**src/rtl/mod_pkg.sv**
```systemverilog
// Shared definitions for the mod-unit arbiter.
//   mod_state_e     : arbiter FSM encoding (IDLE -> LAUNCH -> WAIT -> RESP)
//   MOD_*_DEF       : default requester count, operand width and watchdog limit
package mod_pkg;

  typedef enum logic [1:0] {
    ST_IDLE   = 2'd0,
    ST_LAUNCH = 2'd1,
    ST_WAIT   = 2'd2,
    ST_RESP   = 2'd3
  } mod_state_e;

  localparam int MOD_NREQ_DEF    = 4;
  localparam int MOD_W_DEF       = 32;
  localparam int MOD_TIMEOUT_DEF = 64;

endpackage

```
**src/rtl/rr_pick.sv**
```systemverilog
// Combinational round-robin picker.
//   req_i          : request vector
//   rr_ptr_i       : highest-priority slot for this pick (< NREQ)
//   grant_valid_o  : some request is pending
//   grant_idx_o    : first set req bit at or after rr_ptr_i, wrapping modulo NREQ
module rr_pick #(
  parameter int NREQ = 4,
  localparam int IW  = (NREQ > 1) ? $clog2(NREQ) : 1
) (
  input  logic [NREQ-1:0] req_i,
  input  logic [IW-1:0]   rr_ptr_i,
  output logic            grant_valid_o,
  output logic [IW-1:0]   grant_idx_o
);

  localparam int SW = IW + 1;

  logic [SW-1:0] slot;

  // Scan offsets from the farthest back to the pointer, so the set bit closest
  // to rr_ptr_i (in wrap order) is the last one written and wins.
  always_comb begin
    grant_valid_o = |req_i;
    grant_idx_o   = '0;
    slot          = '0;
    for (int k = NREQ - 1; k >= 0; k--) begin
      slot = {1'b0, rr_ptr_i} + SW'(k);
      if (slot >= SW'(NREQ)) slot = slot - SW'(NREQ);
      if (req_i[slot[IW-1:0]]) grant_idx_o = slot[IW-1:0];
    end
  end

endmodule

```
**src/rtl/mod_arbiter.sv**
```systemverilog
// Shares one iterative mod unit among NREQ requesters in round-robin order.
// A grant registers the owner's operands, fires a 1-cycle gen pulse, waits
// for gen_end (bounded by a watchdog) and returns the result with a one-hot
// done pulse. Zero divisors are rejected without touching the unit.
//   clk, rst                  : clock, synchronous active-high reset
//   req / req_dividend / req_divisor : per-requester level + flattened operands
//   done / resp_res / resp_err       : one-hot completion pulse, result, error flag
//   mod_gen / mod_dividend / mod_divisor : start pulse + operands to the mod unit
//   mod_gen_end / mod_res            : completion + result from the mod unit
module mod_arbiter
  import mod_pkg::*;
#(
  parameter int NREQ    = MOD_NREQ_DEF,
  parameter int W       = MOD_W_DEF,
  parameter int TIMEOUT = MOD_TIMEOUT_DEF
) (
  input  logic              clk,
  input  logic              rst,
  input  logic [NREQ-1:0]   req,
  input  logic [NREQ*W-1:0] req_dividend,
  input  logic [NREQ*W-1:0] req_divisor,
  output logic [NREQ-1:0]   done,
  output logic [W-1:0]      resp_res,
  output logic              resp_err,
  output logic              mod_gen,
  output logic [W-1:0]      mod_dividend,
  output logic [W-1:0]      mod_divisor,
  input  logic              mod_gen_end,
  input  logic [W-1:0]      mod_res
);

  localparam int IW = $clog2(NREQ);
  localparam int CW = $clog2(TIMEOUT);

  mod_state_e      state_q, state_d;
  logic [IW-1:0]   owner_q, owner_d;
  logic [IW-1:0]   rr_ptr_q, rr_ptr_d;
  logic [CW-1:0]   wd_cnt_q, wd_cnt_d;
  logic [NREQ-1:0] done_q, done_d;
  logic [W-1:0]    resp_res_q, resp_res_d;
  logic            resp_err_q, resp_err_d;
  logic            mod_gen_q, mod_gen_d;
  logic [W-1:0]    mod_dividend_q, mod_dividend_d;
  logic [W-1:0]    mod_divisor_q, mod_divisor_d;

  logic            grant_valid;
  logic [IW-1:0]   grant_idx;
  logic [W-1:0]    gnt_dividend;
  logic [W-1:0]    gnt_divisor;

  rr_pick #(.NREQ(NREQ)) u_pick (
    .req_i         (req),
    .rr_ptr_i      (rr_ptr_q),
    .grant_valid_o (grant_valid),
    .grant_idx_o   (grant_idx)
  );

  assign gnt_dividend = req_dividend[grant_idx*W +: W];
  assign gnt_divisor  = req_divisor[grant_idx*W +: W];

  always_comb begin
    state_d        = state_q;
    owner_d        = owner_q;
    rr_ptr_d       = rr_ptr_q;
    wd_cnt_d       = wd_cnt_q;
    done_d         = '0;
    resp_res_d     = resp_res_q;
    resp_err_d     = resp_err_q;
    mod_gen_d      = 1'b0;
    mod_dividend_d = mod_dividend_q;
    mod_divisor_d  = mod_divisor_q;

    unique case (state_q)
      ST_IDLE: begin
        // A gen_end still high from the previous job holds off the next
        // launch, so a level-style or stale gen_end can't finish a new job.
        if (grant_valid && !mod_gen_end) begin
          owner_d        = grant_idx;
          rr_ptr_d       = (grant_idx == IW'(NREQ - 1)) ? '0 : grant_idx + 1'b1;
          mod_dividend_d = gnt_dividend;
          mod_divisor_d  = gnt_divisor;
          if (gnt_divisor == '0) begin
            resp_res_d        = '0;
            resp_err_d        = 1'b1;
            done_d[grant_idx] = 1'b1;
            state_d           = ST_RESP;
          end else begin
            mod_gen_d = 1'b1;
            state_d   = ST_LAUNCH;
          end
        end
      end
      ST_LAUNCH: begin
        wd_cnt_d = '0;
        state_d  = ST_WAIT;
      end
      ST_WAIT: begin
        if (mod_gen_end) begin
          resp_res_d      = mod_res;
          resp_err_d      = 1'b0;
          done_d[owner_q] = 1'b1;
          state_d         = ST_RESP;
        end else if (wd_cnt_q == CW'(TIMEOUT - 1)) begin
          resp_res_d      = '0;
          resp_err_d      = 1'b1;
          done_d[owner_q] = 1'b1;
          state_d         = ST_RESP;
        end else begin
          wd_cnt_d = wd_cnt_q + 1'b1;
        end
      end
      ST_RESP: begin
        state_d = ST_IDLE;
      end
      default: state_d = ST_IDLE;
    endcase
  end

  always_ff @(posedge clk) begin
    if (rst) begin
      state_q        <= ST_IDLE;
      owner_q        <= '0;
      rr_ptr_q       <= '0;
      wd_cnt_q       <= '0;
      done_q         <= '0;
      resp_res_q     <= '0;
      resp_err_q     <= 1'b0;
      mod_gen_q      <= 1'b0;
      mod_dividend_q <= '0;
      mod_divisor_q  <= '0;
    end else begin
      state_q        <= state_d;
      owner_q        <= owner_d;
      rr_ptr_q       <= rr_ptr_d;
      wd_cnt_q       <= wd_cnt_d;
      done_q         <= done_d;
      resp_res_q     <= resp_res_d;
      resp_err_q     <= resp_err_d;
      mod_gen_q      <= mod_gen_d;
      mod_dividend_q <= mod_dividend_d;
      mod_divisor_q  <= mod_divisor_d;
    end
  end

  assign done         = done_q;
  assign resp_res     = resp_res_q;
  assign resp_err     = resp_err_q;
  assign mod_gen      = mod_gen_q;
  assign mod_dividend = mod_dividend_q;
  assign mod_divisor  = mod_divisor_q;

endmodule

```
**config.mk**
```make
export PLATFORM = sky130hd
export DESIGN_NAME = mod_arbiter
export DESIGN_NICKNAME = d
export VERILOG_FILES = /design/src/rtl/mod_pkg.sv /design/src/rtl/rr_pick.sv /design/src/rtl/mod_arbiter.sv
export SDC_FILE = /design/constraint.sdc
export NUM_CORES = 1
export LEC_CHECK = 0
export CORE_AREA = 5 5 152 154
export DETAILED_ROUTE_END_ITERATION = 8
export DIE_AREA = 0 0 157 159
export PLACE_DENSITY = 0.65
export SLEW_MARGIN = 20
export SYNTH_ARGS = -nofsm -noshare
export SYNTH_HDL_FRONTEND = slang
export SYNTH_SLANG_ARGS = --single-unit
export TNS_END_PERCENT = 10
```
**constraint.sdc**
```tcl
create_clock -name clk -period 4.56 [get_ports clk]
set_input_delay 0.912 -clock clk [delete_from_list [all_inputs] [get_ports clk]]
set_output_delay 0.912 -clock clk [all_outputs]
set_load 0.02 [all_outputs]
```
==> flow_results.xml <==
<?xml version="1.0" encoding="UTF-8"?>
<metrics>
  <group name="cells_and_area">
    <metric name="layout.core_utilization" unit="%">52.0</metric>
    <metric name="final-seq-area" unit="µm²">2280</metric>
    <metric name="fin_nets" unit="">1557</metric>
    <metric name="multiInputGateArea" unit="µm²">3750</metric>
    <metric name="layout-area-overhead-vs-synth" unit="%">75.5</metric>
    <metric name="layoutNonFillerInstCount" unit="">1546</metric>
    <metric name="antenna_cells_inserted" unit="">0</metric>
    <metric name="layout.filler_cells" unit="">2065</metric>
    <metric name="drive_above_1_share" unit="%">5.92</metric>
  </group>
  <group name="routing">
    <metric name="drt.antenna.violating_nets" unit="">0</metric>
    <metric name="wirelength_per_cell" unit="µm">19.1</metric>
    <metric name="vias_after_detailed_routing" unit="">7961</metric>
    <metric name="detail_route.wirelength" unit="mm">29.5</metric>
    <metric name="drt_first_iter_violations" unit="">440</metric>
    <metric name="firstDrtPassIters" unit="">5</metric>
    <metric name="via_per_instance_ratio" unit="">5.15</metric>
    <metric name="number_of_remaining_drc_errors" unit="">0</metric>
  </group>
  <group name="global_route">
    <metric name="grt.total_usage" unit="%">22.5</metric>
    <metric name="grt_start_max_net_pins" unit="">86</metric>
    <metric name="antenna_found_initial" unit="">0</metric>
    <metric name="number_of_global_route_vias_before_repair" unit="">7778</metric>
    <metric name="gr-usage-met3" unit="%">7.50</metric>
    <metric name="grt_first_pass_wirelength" unit="mm">44.4</metric>
    <metric name="grt-ovfl-total" unit="">0</metric>
    <metric name="global_route.usage.met2" unit="%">38.2</metric>
    <metric name="grt_most_used_layer" unit="">met2</metric>
    <metric name="gr-usage-met1" unit="%">26.7</metric>
  </group>
  <group name="worst_setup_path">
    <metric name="worstSetupEndpointType" unit="">flip-flop</metric>
    <metric name="cp.required" unit="ns">4.86</metric>
    <metric name="timing.setup.critical_path_class" unit="">input pin to flip-flop</metric>
    <metric name="critPathArrivalTime" unit="ns">4.48</metric>
    <metric name="critical_path_fanouts_max" unit="">45</metric>
    <metric name="timing.reg2reg.setup_slack" unit="ns">0.88</metric>
    <metric name="critPathLaunch" unit="">req[0]</metric>
    <metric name="timing.critical_path.from_type" unit="">input pin</metric>
    <metric name="crit_end" unit="">resp_res[3]</metric>
    <metric name="worst-r2r-cell-count" unit="">11</metric>
    <metric name="worstReg2RegStart" unit="">rr_ptr_q[1]</metric>
    <metric name="timing.rr.end" unit="">resp_res[3]</metric>
  </group>
  <group name="yosys">
    <metric name="ys_warn_count" unit="">0</metric>
    <metric name="synth_xor_xnor_area_share" unit="%">0</metric>
    <metric name="synth-adder-area-share" unit="%">1.57</metric>
    <metric name="post-synth-top-area-cell" unit="">sky130_fd_sc_hd__dfxtp_1</metric>
    <metric name="synth.ff_latch_count" unit="">114</metric>
    <metric name="simple_gate_fraction_of_synth_area" unit="%">35.2</metric>
    <metric name="synth_area_per_cell" unit="µm²">7.08</metric>
    <metric name="synthDominantCellAreaShare" unit="%">35.7</metric>
    <metric name="yosys.cell_types.count" unit="">40</metric>
    <metric name="synth_top_family_by_area" unit="">simple AND/OR/NAND/NOR gates</metric>
    <metric name="netlist_top_cells_count" unit="">sky130_fd_sc_hd__nand2_1, sky130_fd_sc_hd__nand3_1, sky130_fd_sc_hd__dfxtp_1</metric>
    <metric name="yosysSeqAreaShare" unit="%">35.7</metric>
    <metric name="synthArstFlopShare" unit="%">0</metric>
    <metric name="synth_enable_flop_cells" unit="">0</metric>
    <metric name="synth.most_common_cell" unit="">sky130_fd_sc_hd__nand2_1</metric>
    <metric name="synth_compound_gate_area_share" unit="%">21.3</metric>
    <metric name="mappedNetlistArea" unit="µm²">6390</metric>
    <metric name="postSynth.topFlopCell" unit="">sky130_fd_sc_hd__dfxtp_1</metric>
    <metric name="cells_after_synthesis" unit="">902</metric>
    <metric name="syn_nets" unit="">1205</metric>
    <metric name="synth.mux.area_fraction" unit="%">0</metric>
    <metric name="netlist_top_cells_area" unit="">sky130_fd_sc_hd__dfxtp_1, sky130_fd_sc_hd__nand3_1, sky130_fd_sc_hd__nand2_1</metric>
  </group>
  <group name="floorplanning">
    <metric name="coreArea" unit="µm²">21600</metric>
    <metric name="placementRows" unit="">54</metric>
    <metric name="die_area" unit="µm²">25000</metric>
    <metric name="die_height" unit="µm">159</metric>
    <metric name="start_util" unit="%">29.6</metric>
    <metric name="die_width" unit="µm">157</metric>
    <metric name="boundary_pin_count" unit="">397</metric>
  </group>
  <group name="clock_network">
    <metric name="setup_fix_buffers_added_after_clock_tree_synthesis" unit="">0</metric>
    <metric name="cts_root_buffer" unit="">sky130_fd_sc_hd__clkbuf_16</metric>
    <metric name="h-tree-depth" unit="">4</metric>
    <metric name="worstSkewPairLatency" unit="ns">0.41</metric>
    <metric name="cts_tree" unit="">yes</metric>
    <metric name="cts.hold.buffers_added" unit="">0</metric>
    <metric name="cts.sink_count" unit="">114</metric>
    <metric name="numCtsBuffers" unit="">17</metric>
    <metric name="worst_setup_hold_path_clk_slew" unit="ns">0.06</metric>
    <metric name="ctsLongestPathBuffers" unit="">2</metric>
    <metric name="post_cts.resized_instances" unit="">0</metric>
  </group>
  <group name="timing">
    <metric name="fmax" unit="MHz">239</metric>
    <metric name="finalClockSkew" unit="ns">0.00863</metric>
    <metric name="setup_violations" unit="">0</metric>
    <metric name="fin_crit_sh" unit="%">91.8</metric>
    <metric name="finalHoldViolCount" unit="">0</metric>
    <metric name="timing.slew.headroom" unit="%">32.6</metric>
    <metric name="timing.hold.ws" unit="ns">0.451</metric>
    <metric name="final_period_minus_worst_setup_slack" unit="ns">4.18</metric>
    <metric name="worst-slew-pin-transition" unit="ns">1.01</metric>
    <metric name="rsz0062_at_grt" unit="">no</metric>
    <metric name="finalMaxSlewViolations" unit="">0</metric>
  </group>
  <group name="place">
    <metric name="detailedPlacementHpwl" unit="mm">22.2</metric>
    <metric name="gpl.final_weighted_congestion" unit="">0.958</metric>
    <metric name="io_buffers" unit="">396</metric>
    <metric name="placed_cells_incl_taps" unit="">1514</metric>
  </group>
  <group name="power">
    <metric name="leak_pwr" unit="nW">4.29</metric>
    <metric name="max-vdd-ir-drop" unit="mV">0.203</metric>
    <metric name="power.density" unit="nW/µm²">452</metric>
  </group>
  <group name="worst_hold_path">
    <metric name="timing.hold.worst.class" unit="">flip-flop to flip-flop</metric>
  </group>
  <group name="status">
    <metric name="status" unit="">complete, no violations</metric>
  </group>
  <group name="flow_run">
    <metric name="drv.max_cap_violation_count" unit="">0</metric>
  </group>
</metrics>
==> placed cells by master (no fill, tap or decap), types with 2 or more instances in the layout <==
master / count
sky130_fd_sc_hd__a211o_2: 2
sky130_fd_sc_hd__a211oi_1: 29
sky130_fd_sc_hd__a211oi_2: 3
sky130_fd_sc_hd__a21oi_1: 69
sky130_fd_sc_hd__a22o_1: 32
sky130_fd_sc_hd__a22oi_1: 9
sky130_fd_sc_hd__a311oi_1: 5
sky130_fd_sc_hd__a31oi_1: 8
sky130_fd_sc_hd__and2_1: 7
sky130_fd_sc_hd__and3_1: 31
sky130_fd_sc_hd__and3_2: 2
sky130_fd_sc_hd__buf_12: 8
sky130_fd_sc_hd__buf_4: 12
sky130_fd_sc_hd__bufinv_16: 2
sky130_fd_sc_hd__clkbuf_16: 17
sky130_fd_sc_hd__clkdlybuf4s50_1: 395
sky130_fd_sc_hd__clkinv_2: 3
sky130_fd_sc_hd__clkinvlp_4: 3
sky130_fd_sc_hd__dfxtp_1: 114
sky130_fd_sc_hd__ha_1: 8
sky130_fd_sc_hd__inv_1: 6
sky130_fd_sc_hd__inv_2: 2
sky130_fd_sc_hd__inv_6: 3
sky130_fd_sc_hd__nand2_1: 203
sky130_fd_sc_hd__nand2_4: 2
sky130_fd_sc_hd__nand2b_1: 5
sky130_fd_sc_hd__nand3_1: 176
sky130_fd_sc_hd__nand4_1: 4
sky130_fd_sc_hd__nor2_1: 21
sky130_fd_sc_hd__nor2b_1: 3
sky130_fd_sc_hd__nor3_1: 3
sky130_fd_sc_hd__o21ai_0: 36
sky130_fd_sc_hd__o22ai_1: 9
sky130_fd_sc_hd__or3_1: 16
sky130_fd_sc_hd__or4_4: 2
==> critical path, stage by stage <==
cell	delay, ns
sky130_fd_sc_hd__clkdlybuf4s50_1	0.53
sky130_fd_sc_hd__nand2_2	0.09
sky130_fd_sc_hd__a211o_2	0.42
sky130_fd_sc_hd__buf_12	0.19
sky130_fd_sc_hd__and3_2	0.23
sky130_fd_sc_hd__a211oi_1	0.30
sky130_fd_sc_hd__o22ai_1	0.16
sky130_fd_sc_hd__or4_4	0.56
sky130_fd_sc_hd__nor4_4	0.41
sky130_fd_sc_hd__o221ai_4	0.17
sky130_fd_sc_hd__buf_12	0.22
sky130_fd_sc_hd__a22o_1	0.25
==> cell families (layout without fill, tap and decap cells) <==
logic type / count (synthesis) / after routing
simple gates: 481 / 481
compound gates: 208 / 208
flops: 114 / 114
buf+inv: 91 / 455
fa+ha+maj: 8 / 8
==> metal layers <==
layer / vias up / share of wire [%]
met4: 0 / 2.8
met3: 40 / 9.1
met2: 317 / 49
met5: - / 0
met1: 3690 / 39
li1: 3914 / -
==> how the worst min path moves through the flow <==
stage	startpoint	end	cells after the start
6_report	mod_dividend[14]	mod_dividend[14]	2
5_1_grt	mod_dividend[14]	mod_dividend[14]	2
4_1_cts	mod_dividend[14]	mod_dividend[14]	2
3_5_place_dp	mod_dividend[9]	mod_dividend[9]	2
3_3_place_gp	mod_dividend[29]	mod_dividend[29]	2
2_1_floorplan	wd_cnt_q[4]	wd_cnt_q[4]	1
==> power breakdown <==
part / total [mW] / switching [mW] / internal (mW) / leakage, nW
combinational: 2.45 / 1.41 / 1.04 / 3.08
clock: 1.31 / 0.496 / 0.818 / 0.276
sequential: 1.30 / 0.109 / 1.19 / 0.929
total: 5.06 / 2.01 / 3.05 / 4.29
==> final cells by class <==
type / instances / area share, %
Timing Repair Buffer: 416 / 37.6
Clock inverter: 12 / 1.18
Clock buffer: 19 / 3.95
Sequential cell: 114 / 20.4
Inverter: 8 / 0.268
Multi-Input combinational cell: 697 / 33.5
Tap cell: 280 / 3.13
==> metrics by stage <==
stage	setup TNS, ns	instance area [µm²]	power [mW]	setup WS (ns)
6_report	0	11200	5.06	0.375
4_1_cts	0	11200	5.11	0.419
3_3_place_gp	0	10600	3.75	0.0936
5_1_grt	0	11200	5.39	0.274
3_5_place_dp	-0.0416	10600	3.77	-0.0118
2_1_floorplan	0	6390	2.71	0.887
==> state kept, by name, indices dropped and copies added, names as in the netlist <==
name,count
mod_dividend,32
mod_divisor,32
resp_res,32
wd_cnt_q,6
done,4
owner_q,2
rr_ptr_q,2
state_q,2
mod_gen,1
resp_err,1
No activity file was read; power rests on OpenSTA's default activity.
